==> config.mk <==
export PLATFORM = sky130hd
export DESIGN_NAME = sum_bcd_converter
export DESIGN_NICKNAME = d
export VERILOG_FILES = /design/src/rtl/bcd_pkg.sv /design/src/rtl/bcd_digit_adj.sv /design/src/rtl/sum_bcd_converter.sv
export SDC_FILE = /design/constraint.sdc
export NUM_CORES = 1
export LEC_CHECK = 0
export CORE_ASPECT_RATIO = 0.7
export CORE_MARGIN = 1.5
export CORE_UTILIZATION = 50
export CTS_CLUSTER_DIAMETER = 120
export DETAILED_ROUTE_END_ITERATION = 8
export PLACE_DENSITY = 0.82
export SLEW_MARGIN = 10
export SYNTH_ARGS = -nofsm -noshare
export SYNTH_HDL_FRONTEND = slang
export SYNTH_SLANG_ARGS = --single-unit
==> constraint.sdc <==
create_clock -name clk -period 7.75 [get_ports clk]
set_input_delay 0.775 -clock clk [delete_from_list [all_inputs] [get_ports clk]]
set_output_delay 0.775 -clock clk [all_outputs]
set_load 0.01 [all_outputs]
==> src/rtl/bcd_pkg.sv <==
// Shared types and defaults for the sum binary-to-BCD converter.
// Counter width helper keeps the top parameterisable.
package bcd_pkg;

  localparam int BCD_IN_W   = 65;
  localparam int BCD_DIGITS = 20;

  typedef enum logic [1:0] {
    IDLE   = 2'd0,
    SHIFT  = 2'd1,
    FINISH = 2'd2
  } bcd_state_t;

  function automatic int cnt_width(input int in_w);
    return $clog2(in_w + 1);
  endfunction

endpackage

==> src/rtl/bcd_digit_adj.sv <==
// One BCD digit of the double-dabble correction: add 3 when the digit is 5 or more.
// Purely combinational; the 4-bit result drops any carry.
module bcd_digit_adj (
  input  logic [3:0] digit,
  output logic [3:0] adjusted
);

  assign adjusted = (digit >= 4'd5) ? digit + 4'd3 : digit;

endmodule

==> src/rtl/sum_bcd_converter.sv <==
// Serial double-dabble converter for the adder sum: IN_W+1 cycles from accepted start to done.
// No backpressure; start is ignored while a conversion runs, bcd_out holds until the next done.
module sum_bcd_converter
  import bcd_pkg::*;
#(
  parameter int IN_W   = BCD_IN_W,
  parameter int DIGITS = BCD_DIGITS
) (
  input  logic                  clk,
  input  logic                  rst,
  input  logic                  start,
  input  logic [IN_W-1:0]       bin_in,
  output logic                  busy,
  output logic                  done,
  output logic [4*DIGITS-1:0]   bcd_out
);

  localparam int CNT_W = cnt_width(IN_W);
  localparam int BCD_W = 4 * DIGITS;

  bcd_state_t        state;
  bcd_state_t        state_nxt;
  logic [CNT_W-1:0]  cnt;
  logic [IN_W-1:0]   bin_sr;
  logic [BCD_W-1:0]  bcd_sr;
  logic [BCD_W-1:0]  bcd_adj;
  logic              load;
  logic              shift_en;
  logic              finish;

  for (genvar g = 0; g < DIGITS; g++) begin : g_adj
    bcd_digit_adj u_adj (
      .digit    (bcd_sr[4*g +: 4]),
      .adjusted (bcd_adj[4*g +: 4])
    );
  end

  always_ff @(posedge clk or posedge rst) begin
    if (rst) begin
      state <= IDLE;
    end else begin
      state <= state_nxt;
    end
  end

  always_comb begin
    state_nxt = state;
    load      = 1'b0;
    shift_en  = 1'b0;
    finish    = 1'b0;
    case (state)
      IDLE: begin
        if (start) begin
          load      = 1'b1;
          state_nxt = SHIFT;
        end
      end
      SHIFT: begin
        shift_en = 1'b1;
        // cnt==1 means this cycle performs the last of the IN_W shifts
        if (cnt == CNT_W'(1)) begin
          state_nxt = FINISH;
        end
      end
      FINISH: begin
        finish    = 1'b1;
        state_nxt = IDLE;
      end
      default: begin
        state_nxt = IDLE;
      end
    endcase
  end

  always_ff @(posedge clk or posedge rst) begin
    if (rst) begin
      bin_sr <= '0;
      bcd_sr <= '0;
      cnt    <= '0;
    end else if (load) begin
      bin_sr <= bin_in;
      bcd_sr <= '0;
      cnt    <= CNT_W'(IN_W);
    end else if (shift_en) begin
      // adjusted digits and remaining binary shift as one register; binary MSB enters digit 0
      {bcd_sr, bin_sr} <= {bcd_adj, bin_sr} << 1;
      cnt              <= cnt - 1'b1;
    end
  end

  always_ff @(posedge clk or posedge rst) begin
    if (rst) begin
      busy    <= 1'b0;
      done    <= 1'b0;
      bcd_out <= '0;
    end else begin
      done <= finish;
      if (load) begin
        busy <= 1'b1;
      end else if (finish) begin
        busy <= 1'b0;
      end
      if (finish) begin
        bcd_out <= bcd_sr;
      end
    end
  end

endmodule

==> impl_metrics.toml <==
[critical_path]
worstPathMaxFanout = 70
critPathArrivalTime_ns = 3.26
end_kind = "flop"
critical_path_class = "reg2reg"
startpoint_type = "flop"
worst-endpoint-required_ns = 8.15

[clock_tree]
cts_buffers = 24
cts_root_buffer = "clkbuf_16"
cts_setup_buffers = 0
cts_resized = 0
htree_levels = 1
clk_latency_ns = 0.52
clock-sinks = 236
clockBufferDepth = 3
cts_tree = "yes"
holdBufCountCts = 0
path_clk_slew_ns = 0.06

[route]
postRouteAntennaNets = 0
first_pass_iters = 6
viasPerCell = 5.79
drtIter0Drc = 859
finalWirelength_microns = 25100
vias = 8528
drc = 0
post_drt_wl_per_cell_microns = 17.0

[cells_and_area]
num_antenna_cells = 0
fin_util_pct = 63.4
drive_gt1_share_pct = 5.34
syn_to_final_growth_pct = 24.1
nets = 1290
nFillCells = 1639

[sta]
drv_slew = 0
tns_ns = 0
finalHoldViolations = 0
final-setup-viol-count = 0
slew_headroom_pct = 17.7
tightestPinTransition_ns = 1.23
fin_crit_ns = 2.86
fmax_mhz = 349
grt_setup_unrepaired = "false"
worst_clock_skew_ns = 0.0130
fin_crit_sh_pct = 36.9

[grt]
grt_max_degree = 105
antenna_found_initial = 0
groute.usage.overall_pct = 23.1
grt_overflow = 0
grt_pass1_wl_microns = 42200
first_global_vias = 8298

[synth]
ys_seq_area_share_pct = 55.7
ys_seq_elements = 236
synthDistinctLibCells = 33
avgSynthCellArea_sq_um = 9.96
syn-num-nets = 1174
synth_area_sq_um = 10600
yosys_warnings = 0
synthCells = 1064

[worst_hold_path]
hp-class = "reg2reg"

[floorplanning]
die_y_microns = 125
core_region_area_sq_um = 20800
rows = 44
die-area_sq_um = 22100
die_w_microns = 177
start_util_pct = 51.1
io_pins = 150

[flow_run]
drv_cap = 0

[power]
vdd_drop_max_uv = 169
leakagePower_nw = 5.79
powerDensity_nw_per_um2 = 298

[place]
hpwl_microns = 15500
place_congestion = 0.770
numPortBuffers = 149

[outcome]
run_status = "finished, final reports clean"
==> cells in the final DEF (no fill, tap or decap), drive strengths merged <==
cell type / count
nand2: 248
dfrtp: 236
clkdlybuf4s50: 149
o21ai: 129
a22oi: 64
inv: 44
ha: 42
clkbuf: 33
a21oi: 28
o22ai: 28
nand2b: 24
nand3: 22
o311ai: 22
o31ai: 21
xnor2: 20
a32o: 20
xor2: 12
o32ai: 11
buf: 10
nor3b: 8
clkinv: 7
nor2: 3
bufinv: 3
nor2b: 3
o41ai: 2
o21ba: 1
o21bai: 1
a22o: 1
or4: 1
nor3: 1
and3: 1
or3b: 1
and2: 1
clkinvlp: 1
==> cell usage after synthesis (all sizes together) <==
library cell	number	area (sq um)
o21bai	1	7.51
o21ai	129	646
inv	43	161
o21ba	1	10.0
a22oi	64	480
a32o	20	200
buf	19	83.8
o22ai	28	175
nor2b	3	18.8
and2	1	6.26
o31ai	21	158
nand2b	24	150
nand2	248	931
dfrtp	236	5910
and3	1	6.26
nor3b	8	60.1
o32ai	11	96.3
xor2	12	105
nor3	1	5.00
xnor2	20	175
clkinv	1	3.75
or4	1	11.3
a21oi	28	140
nor2	3	11.3
a22o	1	8.76
o41ai	2	17.5
or3b	1	8.76
ha	42	526
nand3	22	110
o311ai	22	193
clkbuf	50	188
==> layout make-up <==
class / count / area (sq um) / share of cell area (%)
Sequential cell: 236 / 5910 / 44.9
Multi-Input combinational cell: 715 / 4290 / 32.6
Timing Repair Buffer: 159 / 1570 / 11.9
Clock buffer: 33 / 714 / 5.43
Tap cell: 276 / 345 / 2.63
Inverter: 44 / 173 / 1.31
Clock inverter: 11 / 150 / 1.14
==> stage by stage <==
stage	total power [mW]	cell area, sq um	std cells	setup slack [ns]	hold WS, ns
final	3.92	13200	1474	4.89	0.475
after global routing	4.15	13200	1474	4.71	0.502
after floorplan	2.40	10600	1064	0.500	0.448
after CTS	3.93	13200	1474	4.92	0.478
after detailed placement	2.67	12300	1430	4.48	0.462
after global placement	2.60	12300	1430	4.48	0.458
==> worst paths after layout <==
path / cells past startpoint / endpoint / slack [ns] / startpoint
max: 6 / cnt[6] / 4.89 / state[0]
min: 2 / bcd_out[2] / 0.48 / bcd_out[2]
max reg2reg: 6 / cnt[6] / 4.89 / state[0]
min reg2reg: 2 / bcd_out[2] / 0.48 / bcd_out[2]
max in group asynchronous: 3 / state[0] / 5.53 / rst
min in group asynchronous: 2 / bcd_sr[43] / 0.79 / rst
==> critical path: stages (launching register included) <==
cell	delay [ns]
dfrtp_2	0.38
buf_4	0.34
o21bai_4	0.89
buf_4	0.60
or3b_2	0.23
xor2_1	0.16
nand2_1	0.07
==> where the power goes <==
group	total, mW	internal [mW]	switching (mW)
Combinational	1.03	0.480	0.548
Clock	1.25	0.748	0.497
Sequential	1.65	1.44	0.207
Total	3.92	2.67	1.25
==> logic make-up after synthesis <==
kind of cell | share of synthesized area [%]
compound gates | 20.1
xor+xnor | 2.64
fa+ha+maj | 4.96
buf+inv | 4.12
flops | 55.7
simple gates | 12.4
==> registers in the layout (all words and copies together), names as in the netlist <==
name / count
bcd_out: 80
bcd_sr: 80
bin_sr: 65
cnt: 7
state: 2
busy: 1
done: 1
==> per-layer routing <==
| metal | global-route usage (%) | vias up | part of all wire (%) |
|---|---|---|---|
| met5 | 0 | - | 0 |
| met4 | 4.44 | 0 | 1.7 |
| met3 | 3.39 | 35 | 6.0 |
| met2 | 35.6 | 287 | 46 |
| met1 | 34.6 | 4219 | 47 |
| li1 | - | 3987 | - |
No activity file was read; power rests on OpenSTA's default activity.
==> variant (config.mk and constraints unchanged) <==
Register the output `bcd_out` once more, with the module's reset; this adds one clock of latency there. The other outputs are not delayed to match.
--- a/src/rtl/sum_bcd_converter.sv
+++ b/src/rtl/sum_bcd_converter.sv
@@ -18,4 +18,6 @@
   localparam int CNT_W = cnt_width(IN_W);
   localparam int BCD_W = 4 * DIGITS;
+
+  logic [4*DIGITS-1:0] bcd_s0;
 
   bcd_state_t        state;
@@ -93,5 +95,5 @@
       busy    <= 1'b0;
       done    <= 1'b0;
-      bcd_out <= '0;
+      bcd_s0 <= '0;
     end else begin
       done <= finish;
@@ -102,6 +104,14 @@
       end
       if (finish) begin
-        bcd_out <= bcd_sr;
+        bcd_s0 <= bcd_sr;
       end
+    end
+  end
+
+  always_ff @(posedge clk or posedge rst) begin
+    if (rst) begin
+      bcd_out <= '0;
+    end else begin
+      bcd_out <= bcd_s0;
     end
   end
Check against the original RTL: no difference found for any inputs over 10 cycles, from zero or initial values and one cycle with rst high; that may be too few to reach the edited logic, so the function may still have changed.
==> variant against the unedited design <==
- the flow now finishes with violations (design-rule violations)
- highest routed layer unchanged
- count of clock-buffer cells in the layout up 4
- first-iteration DRC count shrank 34%
- critical endpoint is now bcd_s0[18]$_DFFE_PP0P_
- wire length up 2.1%
- largest cell class unchanged
- final area up 17%
- area after synthesis up 20%
- sequential cell count is 80 higher
- setup slack improved by 0.33 ns
- critical path depth shrank 3
- maximum frequency is 13% higher
Power is not compared: it rests on default switching activity, and its combinational part moved more than twofold at a synthesized area within 25%.
==> variant: results <==
{
  "hpwl_mm": 15.5,
  "met1_usage": 0.288,
  "clockNetworkAreaShare": 0.0616,
  "grt_pass1_wl_mm": 42.3,
  "route.detailed.drc": 8,
  "grt_pass1_vias": 8145,
  "ys_top_cells_by_area": "dfrtp_1 62%, mux2_2 7.1%, ha_1 4.1%",
  "status": "finished with violations",
  "multi_input_area_share": 0.287,
  "synth_cells": 998,
  "post-place-cells": 1424,
  "buffer_area_frac": 0.102,
  "dp_slack_ns": 4.71,
  "fillers": 1849,
  "ff_latch_area_um2": 7910,
  "wl_per_cell_um": 17.4,
  "grt_max_degree": 186,
  "r2r_cells": 3,
  "num-clock-buffers": 37,
  "wl_mm": 25.6,
  "violations": "design-rule violations",
  "post-route-util": 0.623,
  "setup_ws_ns": 5.21,
  "drive_gt1_frac": 0.129,
  "grt.met3_usage": 0.0285,
  "synth_commonest_cells": "316 x dfrtp_1, 87 x o21ai_0, 80 x mux2_2",
  "wl_met1_mm": 12.3,
  "syn_nets": 1108,
  "worstMarginPinSlew_ns": 1.15,
  "cp_max_fo": 44,
  "met3_length_mm": 1.05,
  "nets": 1240,
  "synth_cell_type_count": 34
}
## variant: cell count changes in the layout (fill, tap and decap cells not counted), moves of 3 or more
cell | before | now
clkbuf_16 | 24 | 29
clkinvlp_4 | 1 | 4
a22o_1 | 1 | 21
dfrtp_1 | 234 | 314
o21ai_0 | 129 | 87
mux2i_1 | 0 | 21
nor2_1 | 3 | 6
a21oi_1 | 28 | 31
clkbuf_8 | 8 | 5
mux2_2 | 0 | 80
o311ai_0 | 21 | 1
nand2_1 | 248 | 69
nand3_1 | 22 | 3
## variant: critical path, stage by stage (launching register included)
cell	delay, ns
dfrtp_2	0.42
nor2b_4	0.84
buf_4	0.68
mux2_2	0.41
## variant: cell families (layout without fill, tap and decap cells)
logic type | after synthesis | after routing | synth area share
flops | 316 | 316 | 0.621
compound gates | 288 | 288 | 0.151
simple gates | 118 | 118 | 0.0445
buf+inv | 102 | 252 | 0.0330
mux | 101 | 101 | 0.0873
fa+ha+maj | 42 | 42 | 0.0413
xor+xnor | 31 | 31 | 0.0213
## variant: how the worst min path moves through the flow
stage	startpoint	to	slack [ns]	depth (start not counted)
5_1_grt	bcd_s0[51]$_DFFE_PP0P_	bcd_out[51]$_DFF_PP0_	0.38	0
3_5_place_dp	bcd_s0[22]$_DFFE_PP0P_	bcd_out[22]$_DFF_PP0_	0.36	0
2_1_floorplan	bcd_s0[0]$_DFFE_PP0P_	bcd_out[0]$_DFF_PP0_	0.35	0
3_3_place_gp	bcd_s0[14]$_DFFE_PP0P_	bcd_out[14]$_DFF_PP0_	0.35	0
4_1_cts	bcd_s0[22]$_DFFE_PP0P_	bcd_out[22]$_DFF_PP0_	0.37	0
6_report	bcd_s0[22]$_DFFE_PP0P_	bcd_out[22]$_DFF_PP0_	0.37	0
